===== src/rtl/inst_fetcher_pkg.sv =====
// Shared definitions for the instruction fetch stage: bus widths, fetch
// state encodings and the tag/index split derived from the icache size.
package inst_fetcher_pkg;

  localparam int ADDR_W = 32;
  localparam int INST_W = 32;

  typedef enum logic [1:0] {
    FETCH    = 2'd0,
    WAIT_MEM = 2'd1,
    DELIVER  = 2'd2,
    DROP     = 2'd3
  } fetch_state_t;

  // Tag width left over once the byte offset and line index are removed.
  function automatic int tag_w(input int idx_w);
    return ADDR_W - idx_w - 2;
  endfunction

endpackage


===== src/rtl/inst_fetcher_icache_dm.sv =====
// Direct-mapped, one-word-per-line instruction cache.
// Lookup is combinational; tag/data writes and valid clearing are synchronous.
module icache_dm
  import inst_fetcher_pkg::*;
#(
  parameter int IDX_W = 6,
  parameter int TAG_W = ADDR_W - IDX_W - 2
) (
  input  logic              clk,
  input  logic              rst,
  input  logic [IDX_W-1:0]  rd_idx,
  input  logic [TAG_W-1:0]  rd_tag,
  output logic              hit,
  output logic [INST_W-1:0] rd_data,
  input  logic              wr_en,
  input  logic [IDX_W-1:0]  wr_idx,
  input  logic [TAG_W-1:0]  wr_tag,
  input  logic [INST_W-1:0] wr_data
);

  localparam int LINES = 1 << IDX_W;

  logic [LINES-1:0]  valid;
  logic [TAG_W-1:0]  tag_mem  [LINES];
  logic [INST_W-1:0] data_mem [LINES];

  // Valid bits: cleared by reset, set when a line is filled.
  always_ff @(posedge clk) begin
    if (rst) begin
      valid <= '0;
    end else if (wr_en) begin
      valid[wr_idx] <= 1'b1;
    end
  end

  // Tag and data storage; no reset needed since valid gates every hit.
  always_ff @(posedge clk) begin
    if (wr_en) begin
      tag_mem[wr_idx]  <= wr_tag;
      data_mem[wr_idx] <= wr_data;
    end
  end

  assign hit     = valid[rd_idx] && (tag_mem[rd_idx] == rd_tag);
  assign rd_data = data_mem[rd_idx];

endmodule


===== src/rtl/inst_fetcher.sv =====
// Instruction fetch stage. Holds the PC, issues one fetch at a time to the
// memory controller and pushes {pc, inst} into the instruction queue.
// Define INF_ICACHE_EN to add a direct-mapped icache; without it every
// instruction takes the FETCH -> WAIT_MEM -> DELIVER path.
//
// state    | meaning
// FETCH    | look up pc; push on hit, otherwise issue a memory request
// WAIT_MEM | request outstanding; address held until iMEM_done
// DELIVER  | fetched word held in pend until the queue accepts it
// DROP     | redirect arrived mid-request; wait for done and discard data
module inst_fetcher
  import inst_fetcher_pkg::*;
#(
  parameter int                ICACHE_IDX_W = 6,
  parameter logic [ADDR_W-1:0] RESET_PC     = 32'h0
) (
  input  logic              clk,
  input  logic              rst,
  input  logic              rdy,
  output logic              oMEM_en,
  output logic [ADDR_W-1:0] oMEM_addr,
  input  logic              iMEM_done,
  input  logic [INST_W-1:0] iMEM_inst,
  input  logic              iIQ_full,
  output logic              oIQ_valid,
  output logic [INST_W-1:0] oIQ_inst,
  output logic [ADDR_W-1:0] oIQ_pc,
  input  logic              iJump_en,
  input  logic [ADDR_W-1:0] iJump_pc
);

  localparam int TAG_W = tag_w(ICACHE_IDX_W);

  fetch_state_t      state;
  logic [ADDR_W-1:0] pc;
  logic [INST_W-1:0] pend;
  logic              hit;
  logic [INST_W-1:0] hit_data;

`ifdef INF_ICACHE_EN
  logic fill_en;

  // A fill happens only for a request that was not redirected away.
  assign fill_en = rdy && (state == WAIT_MEM) && iMEM_done && !iJump_en;

  icache_dm #(
    .IDX_W (ICACHE_IDX_W),
    .TAG_W (TAG_W)
  ) u_icache (
    .clk     (clk),
    .rst     (rst),
    .rd_idx  (pc[ICACHE_IDX_W+1:2]),
    .rd_tag  (pc[ADDR_W-1:ICACHE_IDX_W+2]),
    .hit     (hit),
    .rd_data (hit_data),
    .wr_en   (fill_en),
    .wr_idx  (oMEM_addr[ICACHE_IDX_W+1:2]),
    .wr_tag  (oMEM_addr[ADDR_W-1:ICACHE_IDX_W+2]),
    .wr_data (iMEM_inst)
  );
`else
  assign hit      = 1'b0;
  assign hit_data = '0;
`endif

  // Fetch FSM with registered memory and queue outputs; a jump overrides any push.
  always_ff @(posedge clk) begin
    if (rst) begin
      state     <= FETCH;
      pc        <= RESET_PC;
      pend      <= '0;
      oMEM_en   <= 1'b0;
      oMEM_addr <= '0;
      oIQ_valid <= 1'b0;
      oIQ_inst  <= '0;
      oIQ_pc    <= '0;
    end else if (!rdy) begin
      oIQ_valid <= 1'b0;
    end else begin
      oIQ_valid <= 1'b0;
      if (iJump_en) begin
        pc <= iJump_pc;
      end
      case (state)
        FETCH: begin
          if (iJump_en) begin
            state <= FETCH;
          end else if (hit) begin
            if (!iIQ_full) begin
              oIQ_valid <= 1'b1;
              oIQ_pc    <= pc;
              oIQ_inst  <= hit_data;
              pc        <= pc + 32'd4;
            end
          end else begin
            oMEM_en   <= 1'b1;
            oMEM_addr <= pc;
            state     <= WAIT_MEM;
          end
        end
        WAIT_MEM: begin
          if (iMEM_done) begin
            oMEM_en <= 1'b0;
            if (iJump_en) begin
              state <= FETCH;
            end else begin
              pend  <= iMEM_inst;
              state <= DELIVER;
            end
          end else if (iJump_en) begin
            // memctrl cannot abort, so keep the request up and discard later
            state <= DROP;
          end
        end
        DELIVER: begin
          if (iJump_en) begin
            state <= FETCH;
          end else if (!iIQ_full) begin
            oIQ_valid <= 1'b1;
            oIQ_pc    <= pc;
            oIQ_inst  <= pend;
            pc        <= pc + 32'd4;
            state     <= FETCH;
          end
        end
        DROP: begin
          if (iMEM_done) begin
            oMEM_en <= 1'b0;
            state   <= FETCH;
          end
        end
        default: state <= FETCH;
      endcase
    end
  end

endmodule


===== config.mk =====
export PLATFORM = sky130hd
export DESIGN_NAME = inst_fetcher
export DESIGN_NICKNAME = d
export VERILOG_FILES = /design/src/rtl/inst_fetcher_pkg.sv /design/src/rtl/inst_fetcher_icache_dm.sv /design/src/rtl/inst_fetcher.sv
export SDC_FILE = /design/constraint.sdc
export NUM_CORES = 1
export LEC_CHECK = 0
export ABC_AREA = 1
export CORE_MARGIN = 5
export CORE_UTILIZATION = 50
export DETAILED_ROUTE_END_ITERATION = 6
export PLACE_DENSITY = 0.8
export SLEW_MARGIN = 20
export SYNTH_ARGS = -nofsm -noshare
export SYNTH_HDL_FRONTEND = slang
export SYNTH_SLANG_ARGS = --single-unit

===== constraint.sdc =====
create_clock -name clk -period 1.85 [get_ports clk]
set_input_delay 0.185 -clock clk [delete_from_list [all_inputs] [get_ports clk]]
set_output_delay 0.185 -clock clk [all_outputs]
set_load 0.03 [all_outputs]

==> metrics.cfg <==
[placed_design]
dpl.hpwl_microns = 14840
place_inst = 1331
gp_congestion = 0.9766
io_buffers = 167

[setup_path]
cp-start-kind = register
end_kind = primary output
max_stage_delay_ns = 0.69
crit_buf_inv = 1
path_depth = 1
crit_family = buffers and inverters
slowest_stage = clkdlybuf4s50_1
cp_max_fo = 2
timing.rr.start = pc[3]
worstSetupPathType = reg -> out
ff2ff_path_depth = 10
rrSetupSlack_ns = 0.17
cp.arrival_ns = 1.50
timing.rr.end = pc[28]
required_ns = 1.66
crit_chain = clkdlybuf4s50_1

[finish]
final_common_cell = nor2_1
fillers = 1232
num-nets-final = 1237
drive_gt1_share_pct = 7.888
finish.utilization_pct = 67.82
stdcell_count = 1363
n_antenna_cell = 0
area_growth_pct = 34.08
most-common-layout-cells = nor2_1, o21ai_0, clkdlybuf4s50_1

[floorplan]
start_util_pct = 50.58
rows = 44
core_area_sq_um = 14420
die_w_microns = 130.8
die_h_microns = 130.8
die_area_sq_um = 17110
io_pins = 168

[sta]
worst_hold_slack_ns = 0.2947
clock_skew_ns = 0.005979
maxSlewViolCount = 0
hold_viol_final = 0
slew_headroom_pct = 54.52
period_minus_slack_ns = 1.690
max_clock_freq_mhz = 591.8
tightest_slew_ns = 0.6812
grt_setup_unrepaired = false
min_period_over_period_pct = 91.33
setup_viol = 0

[cts]
cts_hold_buffers = 0
clk_pin_slew_ns = 0.06
cts_setup_buffers = 0
clock-sinks = 164
numCtsBuffers = 17
htree_levels = 4
cts_tree = built
worst_skew_pair.late_latency_ns = 0.43
clockBufferDepth = 2
postCtsResizedCells = 0
cts_root_buf = clkbuf_16

[route]
drt-initial-drc-count = 544
postRouteAntennaNets = 0
drc = 0
post_drt_wl_per_cell_microns = 15.45
viasPerCell = 5.295
drt_first_pass_iters = 5
totalWireLength_microns = 21060
routed-via-count = 7217

[worst_hold_path]
hold_depth = 4
hold_end = state[1]
hold_path_class = in -> reg
hp-start = iJump_en

[power_and_ir_drop]
p_int_uw = 6414
clkPwrFrac_pct = 44.3
p_sw_uw = 2226
swShare_pct = 25.76
power_uw = 8640
p_per_area_nw_per_um2 = 883.3
leakagePower_uw = 0.003878
pwr-share-seq_pct = 43.5
combPwrFrac_pct = 12.2
max-vdd-ir-drop_mv = 0.6728

[global_routing]
track_usage_pct = 25.07
grt_pass1_vias = 6874
grt_max_degree = 70
grt_pass1_wl_microns = 34110
gr-total-overflow = 0
antenna_found_initial = 1

[outcome]
status = complete, no violations

[synthesis]
syn_avg_cell_area_sq_um = 7.188
ys.flop_type = dfxtp_1
syn-cell-area_sq_um = 7296
syn-num-nets = 1086
synth_edf_count = 0
synth_seq_area_share_pct = 45.00
yosysWarnings = 0
synthArstFlopShare_pct = 0
synthCells = 1015
ys_seq_elements = 164
yosys.cell_types.count = 35

[run]
drv_cap = 0

==> cells in the mapped netlist (all sizes together) (2+ instances only) <==
| library cell | n | area, sq um |
|---|---|---|
| and2 | 2 | 12.51 |
| a22oi | 25 | 187.7 |
| nand2 | 148 | 580.6 |
| clkbuf | 29 | 113.9 |
| xor2 | 2 | 17.52 |
| nor2 | 203 | 839.6 |
| o21ai | 183 | 915.9 |
| dfxtp | 164 | 3283 |
| inv | 72 | 270.3 |
| a211oi | 2 | 25.02 |
| buf | 32 | 235.2 |
| o211ai | 3 | 22.52 |
| nand3 | 50 | 255.3 |
| o21bai | 3 | 22.52 |
| a21oi | 89 | 449.2 |
| a31oi | 2 | 12.51 |
==> how the worst max path moves through the flow <==
stage	startpoint	to	slack (ns)
final	oIQ_inst[3]	oIQ_inst[3]	0.16
after global routing	pc[3]	pc[28]	0.02
after CTS	oIQ_pc[0]	oIQ_pc[0]	0.16
after detailed placement	iIQ_full	pc[10]	-0.01
after global placement	iIQ_full	pc[10]	-0.02
after floorplan	pc[2]	pc[28]	0.44
==> area by class of cell <==
cell class / instances / area (sq um) / share of cell area [%]
Multi-Input combinational cell: 718 / 3393 / 34.69
Sequential cell: 164 / 3283 / 33.56
Timing Repair Buffer: 193 / 1962 / 20.06
Clock buffer: 17 / 425.4 / 4.349
Inverter: 72 / 270.3 / 2.763
Tap cell: 184 / 230.2 / 2.354
Clock inverter: 15 / 217.7 / 2.226
==> sequential cells by signal, summed over array words and instances (netlist names) <==
name	flops
oMEM_addr	32
oIQ_inst	32
oMEM_en	1
oIQ_valid	1
pend	32
state	2
oIQ_pc	32
pc	32
==> logic make-up after synthesis <==
logic type	synth area share [%]
XOR/XNOR	0.2401
flip-flops	45.00
adder cells (fa/ha/maj)	0.1715
buffers and inverters	8.489
AO/OA/AOI/OAI	22.64
AND/OR/NAND/NOR	23.46
==> per-stage QoR <==
| step | instance area (sq um) | setup WS [ns] | setup TNS (ns) |
|---|---|---|---|
| 6_report | 9782 | 0.1603 | 0 |
| 5_1_grt | 9782 | 0.01838 | 0 |
| 4_1_cts | 9782 | 0.1591 | 0 |
| 3_5_place_dp | 9139 | -0.01345 | -0.01547 |
| 3_3_place_gp | 9139 | -0.01739 | -0.01739 |
| 2_1_floorplan | 7296 | 0.4381 | 0 |
==> power by group through the flow <==
stage	sequential [uW]	clock [uW]	combinational (uW)
final	3760	3820	1050
after global routing	3780	4040	1150
after CTS	3760	3870	1050
after detailed placement	3840	0	1050
after global placement	3840	0	1030
after floorplan	3970	0	444
==> metal layers <==
metal	wire length, microns	global-route usage (%)	vias to the layer above
li1	-	-	3662
met2	10160	41.04	236
met3	1687	7.154	26
met5	11	0	-
met1	8748	31.88	3291
met4	452	8.530	2
Note: power is estimated with default switching activity, not from simulation.
